**config.mk**
```make
export PLATFORM = sky130hd
export DESIGN_NAME = sdram_port_arbiter
export DESIGN_NICKNAME = d
export VERILOG_FILES = /design/src/rtl/sdram_port_arbiter.sv
export SDC_FILE = /design/constraint.sdc
export NUM_CORES = 1
export LEC_CHECK = 0
export ABC_CLOCK_PERIOD_IN_PS = 1900
export BUFFER_PORTS_ARGS = -buffer_cell sky130_fd_sc_hd__buf_2
export CAP_MARGIN = 15
export CORE_AREA = 2 2 118 120
export DETAILED_ROUTE_END_ITERATION = 16
export DIE_AREA = 0 0 120 122
export PLACE_DENSITY_LB_ADDON = 0.1
export SLEW_MARGIN = 20
export SYNTH_ARGS = -nofsm -noshare
export SYNTH_HDL_FRONTEND = slang
export SYNTH_SLANG_ARGS = --single-unit
```
**constraint.sdc**
```tcl
create_clock -name clk -period 1.9 [get_ports clk]
set_input_delay 0 -clock clk [delete_from_list [all_inputs] [get_ports clk]]
set_output_delay 0 -clock clk [all_outputs]
set_load 0.1 [all_outputs]
```
**src/rtl/sdram_port_arbiter.sv**
```systemverilog
// rtl/sdram_port_arbiter.sv - two-port arbiter and strobe/busy sequencer for the cache_ctrl user port
// Optional round-robin arbitration is enabled with `define SDRAM_ARB_RR_EN (fixed priority to port 0 otherwise).
module sdram_port_arbiter #(
  parameter int ISSUE_TIMEOUT = 255
) (
  input  logic        clk,
  input  logic        rst_n,
  input  logic        m0_req,
  input  logic        m0_we,
  input  logic [31:0] m0_addr,
  input  logic [31:0] m0_wdata,
  input  logic [3:0]  m0_mask,
  output logic        m0_ack,
  output logic        m0_err,
  input  logic        m1_req,
  input  logic        m1_we,
  input  logic [31:0] m1_addr,
  input  logic [31:0] m1_wdata,
  input  logic [3:0]  m1_mask,
  output logic        m1_ack,
  output logic        m1_err,
  output logic [31:0] rdata,
  output logic [1:0]  grant,
  output logic        mem_rd_en,
  output logic        mem_wr_en,
  output logic [31:0] mem_addr,
  output logic [31:0] mem_wdata,
  output logic [3:0]  mem_mask,
  input  logic [31:0] mem_rdata,
  input  logic        mem_busy
);

  typedef enum logic [1:0] {S_IDLE, S_ISSUE, S_WAIT, S_DONE} state_t;

  localparam logic [7:0] TO_LAST = 8'(ISSUE_TIMEOUT - 1);

  state_t      state;
  logic        we_q;
  logic [7:0]  cnt;
  logic        pick1;
  logic        sel_we;
  logic [31:0] sel_addr;
  logic [31:0] sel_wdata;
  logic [3:0]  sel_mask;

`ifdef SDRAM_ARB_RR_EN
  logic        last_grant;

  // On contention the port that did not win last time goes first.
  always_comb begin
    pick1 = m1_req && (!m0_req || !last_grant);
  end
`else
  always_comb begin
    pick1 = m1_req && !m0_req;
  end
`endif

  always_comb begin
    sel_we    = pick1 ? m1_we    : m0_we;
    sel_addr  = pick1 ? m1_addr  : m0_addr;
    sel_wdata = pick1 ? m1_wdata : m0_wdata;
    sel_mask  = pick1 ? m1_mask  : m0_mask;
  end

  always_ff @(posedge clk or negedge rst_n) begin
    if (!rst_n) begin
      state     <= S_IDLE;
      we_q      <= 1'b0;
      cnt       <= 8'd0;
      m0_ack    <= 1'b0;
      m1_ack    <= 1'b0;
      m0_err    <= 1'b0;
      m1_err    <= 1'b0;
      rdata     <= 32'd0;
      grant     <= 2'b00;
      mem_rd_en <= 1'b0;
      mem_wr_en <= 1'b0;
      mem_addr  <= 32'd0;
      mem_wdata <= 32'd0;
      mem_mask  <= 4'd0;
`ifdef SDRAM_ARB_RR_EN
      last_grant <= 1'b1;
`endif
    end else begin
      m0_ack <= 1'b0;
      m1_ack <= 1'b0;
      m0_err <= 1'b0;
      m1_err <= 1'b0;
      case (state)
        S_IDLE: begin
          // A busy cache (refresh/flush) blocks new commands.
          if (!mem_busy && (m0_req || m1_req)) begin
            grant     <= pick1 ? 2'b10 : 2'b01;
            we_q      <= sel_we;
            mem_addr  <= {sel_addr[31:2], 2'b00};
            mem_wdata <= sel_wdata;
            mem_mask  <= sel_mask;
            mem_rd_en <= !sel_we;
            mem_wr_en <= sel_we;
            cnt       <= 8'd0;
            state     <= S_ISSUE;
          end
        end
        S_ISSUE: begin
          if (mem_busy) begin
            mem_rd_en <= 1'b0;
            mem_wr_en <= 1'b0;
            state     <= S_WAIT;
          end else if (cnt == TO_LAST) begin
            mem_rd_en <= 1'b0;
            mem_wr_en <= 1'b0;
            rdata     <= 32'd0;
            m0_ack    <= grant[0];
            m1_ack    <= grant[1];
            m0_err    <= grant[0];
            m1_err    <= grant[1];
            state     <= S_DONE;
          end else begin
            cnt <= cnt + 8'd1;
          end
        end
        S_WAIT: begin
          if (!mem_busy) begin
            if (!we_q) rdata <= mem_rdata;
            m0_ack <= grant[0];
            m1_ack <= grant[1];
            state  <= S_DONE;
          end
        end
        S_DONE: begin
`ifdef SDRAM_ARB_RR_EN
          last_grant <= grant[1];
`endif
          grant <= 2'b00;
          state <= S_IDLE;
        end
        default: state <= S_IDLE;
      endcase
    end
  end

endmodule

```
# After elaboration in Yosys (flattened, before gate mapping)
# Cells that the tools add are included.
dict set report word_totals {
  reg_bits 117
  out_inout_bits 108
  word_cells 79
}
dict set report op_classes {
  addsub 1
  n_eq_ne 11
  n_mux 37
  reduce_logical 16
}
# cell n
set op_table {}
lappend op_table {{$mux 32} 6}
lappend op_table {{$pmux 32 s2} 1}
lappend op_table {{$mux 8} 3}
lappend op_table {{$pmux 8 s2} 1}
lappend op_table {{$mux 1} 13}
lappend op_table {{$mux 2} 6}
lappend op_table {{$ne 2x2->1 const B} 6}
lappend op_table {{$add 8x1->8 const B} 1}
lappend op_table {{$eq 8x8->1 const B} 1}
lappend op_table {{$pmux 1 s2} 4}
lappend op_table {{$pmux 2 s4} 1}
lappend op_table {{$reduce_and 3->1} 2}
lappend op_table {{$reduce_bool 2->1} 3}
lappend op_table {{$reduce_and 5->1} 1}
lappend op_table {{$eq 2x2->1 const B} 2}
lappend op_table {{$mux 4} 1}
lappend op_table {{$pmux 2 s2} 1}
lappend op_table {{$reduce_and 2->1} 2}
lappend op_table {{$reduce_and 4->1} 1}
lappend op_table {{$logic_not 1->1} 3}
lappend op_table {{$ne 3x3->1 const B} 1}
lappend op_table {{$eq 2x1->1 const B} 1}
lappend op_table {{$logic_and 1x1->1} 2}
lappend op_table {{$logic_not 2->1} 1}
lappend op_table {{$logic_or 1x1->1} 1}

# Logic depth before layout (Yosys ltp)
dict set report depth {
  ltp_word 6
  depth_mapped 10
}

# Worst setup path before layout
# Ideal clock, no wire load.
dict set report synth_timing {
  path_type {register -> register}
  from {register state[0]}
  to {register state[1]}
  setup_ns 0.125
  arrival_ns 1.729
  required_ns 1.775
  slack_ns 0.046
  path_stages_with_launch 8
  path_buffers 1
  period_less_slack_ns 1.854
  cell_sequence {dfrtp_1 > inv_1 > ha_1 > buf_2 > nor3b_1 > nor2_1 > o21bai_1 > mux2_2}
}
dict set report synth_between {
  elab_chain_cells 3
  elab_cells_between_ends 9
  cone_classes {6 x eq/ne; 1 x mux; 2 x reduce/logical}
}
# element line
set synth_lines {}
lappend synth_lines {{start: declaration} 37} ;# state_t state;
lappend synth_lines {{start signal: assignment} 68} ;# state <= S_IDLE;
lappend synth_lines {{start signal: assignment} 102} ;# state <= S_ISSUE;
lappend synth_lines {{start signal: assignment} 109} ;# state <= S_WAIT;
lappend synth_lines {{$eq 2x1->1 (tied with other cells)} 90} ;# case (state)
lappend synth_lines {{$ne 3x3->1 (no source line) or $ne 2x2->1 (tied branches)} n/a}
lappend synth_lines {{$reduce_and 3->1 (no source line)} n/a}
# Parallel ways exist; a longest one is shown, timed or not.
# A chain may end at the register's enable or synchronous reset.

# Worst setup path in the final report
dict set report layout_timing {
  from {input m0_req}
  to {register mem_wdata[26]}
}
dict set report layout_between {
  elab_chain_cells 3
  elab_cells_between_ends 6
  cone_classes {1 x mux; 5 x reduce/logical}
}
# element line
set layout_lines {}
lappend layout_lines {{start: declaration} 8} ;# input logic m0_req,
lappend layout_lines {{$logic_not 1->1 or $logic_or 1x1->1 (tied branches)} {55, 93}}
lappend layout_lines {{$logic_and 1x1->1 (on tied branches)} {55, 93}}
lappend layout_lines {{$mux 32 or $reduce_and 2->1 (tied branches)} n/a}
lappend layout_lines {{end signal: assignment} 97} ;# mem_wdata <= sel_wdata;
lappend layout_lines {{end: declaration} 27} ;# output logic [31:0] mem_wdata,
# Parallel ways exist; a longest one is shown, timed or not.

==> impl_metrics.yaml <==
worst_setup_path:
  cp_data_required_time_ns: 2.19
  reg2reg_to: "cnt[7]"
  worstRegToRegCells: 7
  crit_path_start_kind: "input pin"
  critical_path_class: "in2reg"
  critical_path_startpoint: "m0_req"
  reg2reg_from: "state[0]"
  crit_fanout: 19
  crit_path_end_kind: "flip-flop"
  regToRegSetupSlack_ns: 0.14
  critPathArrivalTime_ns: 2.13
sta:
  setup_slack_ns: 0.05465
  timing.final.setup_violations: 0
  finalClockSkew_ns: 0.008328
  finalWorstPathRequiredPeriod_ns: 1.845
  period_share_pct: 97.12
  timing_hold_violations_final: 0
  count_of_final_max_slew_check_failures: 0
  max_freq_ghz: 0.5419
  totalNegativeSetupSlack_ns: 0
  timing.max_slew.rel_slack_pct: 65.13
  worst_hold_slack_ns: 0.03804
  worst_slew_pin_slew_ns: 0.5267
  rsz0062_at_grt: "true"
floorplan:
  initial_utilization_pct: 39.47
  die_height_um: 122
  dieWidth_um: 120
  coreArea_um2: 13500
  die_area_um2: 14640
  rows: 43
  io_pins: 283
finish:
  mostFrequentLayoutCell: "buf_2"
  post-route-cell-area_um2: 9371
  number_of_nets_in_the_finished_design: 1112
  layout.cells.most_common_list: "buf_2, dlygate4sd3_1, dfrtp_1"
  syn_to_final_growth_pct: 75.82
  n_antenna_cell: 0
  post_route_cells_drive_above_1_share_pct: 37.01
clock_tree:
  cts-htree-levels: 4
  path_clk_slew_ns: 0.05
  cts_max_path_buffers: 2
  ctsRootBufferMaster: "clkbuf_16"
  cts_num_sinks: 117
  cts_tree: "built"
  cts_buffers: 17
  worst_skew_pair.late_latency_ns: 0.42
logic_synthesis:
  postSynthAreaPerCell_um2: 11.08
  post_synth_num_cell_types: 38
  synth-edff-count: 0
  synthCells: 481
  yosysWarnings: 0
  netlist_area_um2: 5330
  yosys_register_bits: 117
  yosys.area.top_type_share_pct: 54.93
  synth_flop_type: "dfrtp_1"
  synth_seq_area_share_pct: 54.93
  async_reset_ff_share_pct: 100.0
  synth.largest_area_cell: "dfrtp_1"
  yosys-top-cells-area: "dfrtp_1, mux2i_1, o21ai_0"
route:
  routed_wirelength_um: 18120
  drc_errors: 0
  ant_nets: 0
  wl_per_cell_um: 16.13
  drtPass1Iterations: 4
  initial_drt_markers: 345
  detail_route.vias_per_cell: 4.850
  vias: 5446
hold_path:
  whs_endpoint: "mem_rd_en"
  min_path_type: "in2reg"
  worst_hold_path.num_cells: 4
  hold_path.startpoint: "m1_we"
global_route:
  gr-usage-all-layers_pct: 24.44
  grt_first_pass_wirelength_um: 27910
  grt_start_max_net_pins: 73
  antenna_found_initial: 0
  grt_overflow_total: 0
  via_count_of_the_first_global_routing_pass: 5690
placed_design:
  hpwl_after_detailed_placement_um: 10750
  placed_area_um2: 6925
  setup_slack_placement_ns: 0.01240
  gpl.final_weighted_congestion: 0.8238
  buffer_ports.inserted: 276
run_status:
  status: "finished clean"
run:
  cap_violations: 0
## cell families after synthesis
| family | count (synthesis) | synth area share, % |
|---|---|---|
| adder cells (fa/ha/maj) | 7 | 1.643 |
| flip-flops | 117 | 54.93 |
| other | 1 | 0.07035 |
| AO/OA/AOI/OAI | 132 | 15.80 |
| AND/OR/NAND/NOR | 109 | 8.967 |
| buffers and inverters | 44 | 5.211 |
| multiplexers | 71 | 13.38 |
## how the worst max path moves through the flow
stage	endpoint	slack [ns]
after floorplan	state[1]	0.05
after global placement	cnt[7]	0.06
after detailed placement	cnt[7]	0.01
after CTS	cnt[7]	0.02
after global routing	mem_wr_en	-0.02
final	mem_wdata[26]	0.05
## final cells by class
type	instances	area (µm²)
inverter	7	26.28
multi-input combinational	321	2182
fill	1001	4133
tap	180	225.2
clock buffer	19	452.9
timing repair buffer	466	3386
sequential	117	2928
clock inverter	13	171.4
## metrics by stage
step                std cells  utilization, %
CTS                      1119           68.43
global placement          918           51.28
detailed placement        918           51.28
finish                   1123           69.40
floorplan                 482               -
global route             1123           69.40
## synth_stat cells (2+ instances only)
cell type / number
dfrtp_1: 117
o21ai_0: 74
nand2_1: 73
mux2i_1: 69
a22o_1: 33
buf_2: 15
nor2_1: 11
clkbuf_1: 9
a21oi_1: 7
ha_1: 7
inv_1: 7
buf_6: 6
nand3_1: 6
nor3b_1: 5
a31oi_1: 4
a22o_2: 3
and3_2: 3
buf_4: 3
buf_8: 3
nand2b_1: 3
nor2b_1: 3
and3_1: 2
mux2_2: 2
o2bb2ai_1: 2
## timing repair
action | in CTS | in global routing
endpoints found under the setup margin | 0 | 67
hold buffers | 169 | 0
buffers inserted | 0 | 2
endpoints found under the hold margin | 221 | 0
gates resized for setup | 0 | 12
## routing by layer
layer | part of all wire [%] | track usage [%] | wire length [µm]
met5 | 0 | 0 | 0
met4 | 4.1 | 13.90 | 747
met2 | 50 | 42.01 | 9053
met3 | 6.0 | 5.899 | 1085
met1 | 40 | 27.89 | 7232
## critical path: stages
cell and delay [ns]:
dlygate4sd3_1 0.53, buf_2 0.18, nor2b_4 0.15, buf_12 0.15
buf_16 0.19, mux2i_1 0.25, dlygate4sd3_1 0.58, o21ai_0 0.07
## flip-flops by register name, indices dropped and copies added, names as in the netlist, 2 cells and up
register / count
mem_wdata: 32
rdata: 32
mem_addr: 30
cnt: 8
grant: 2
state: 2
mem_mask: 4
Power is left out: the tool's default activity adds up to more than one toggle a clock period on the data nets, which glitch-free logic cannot reach.
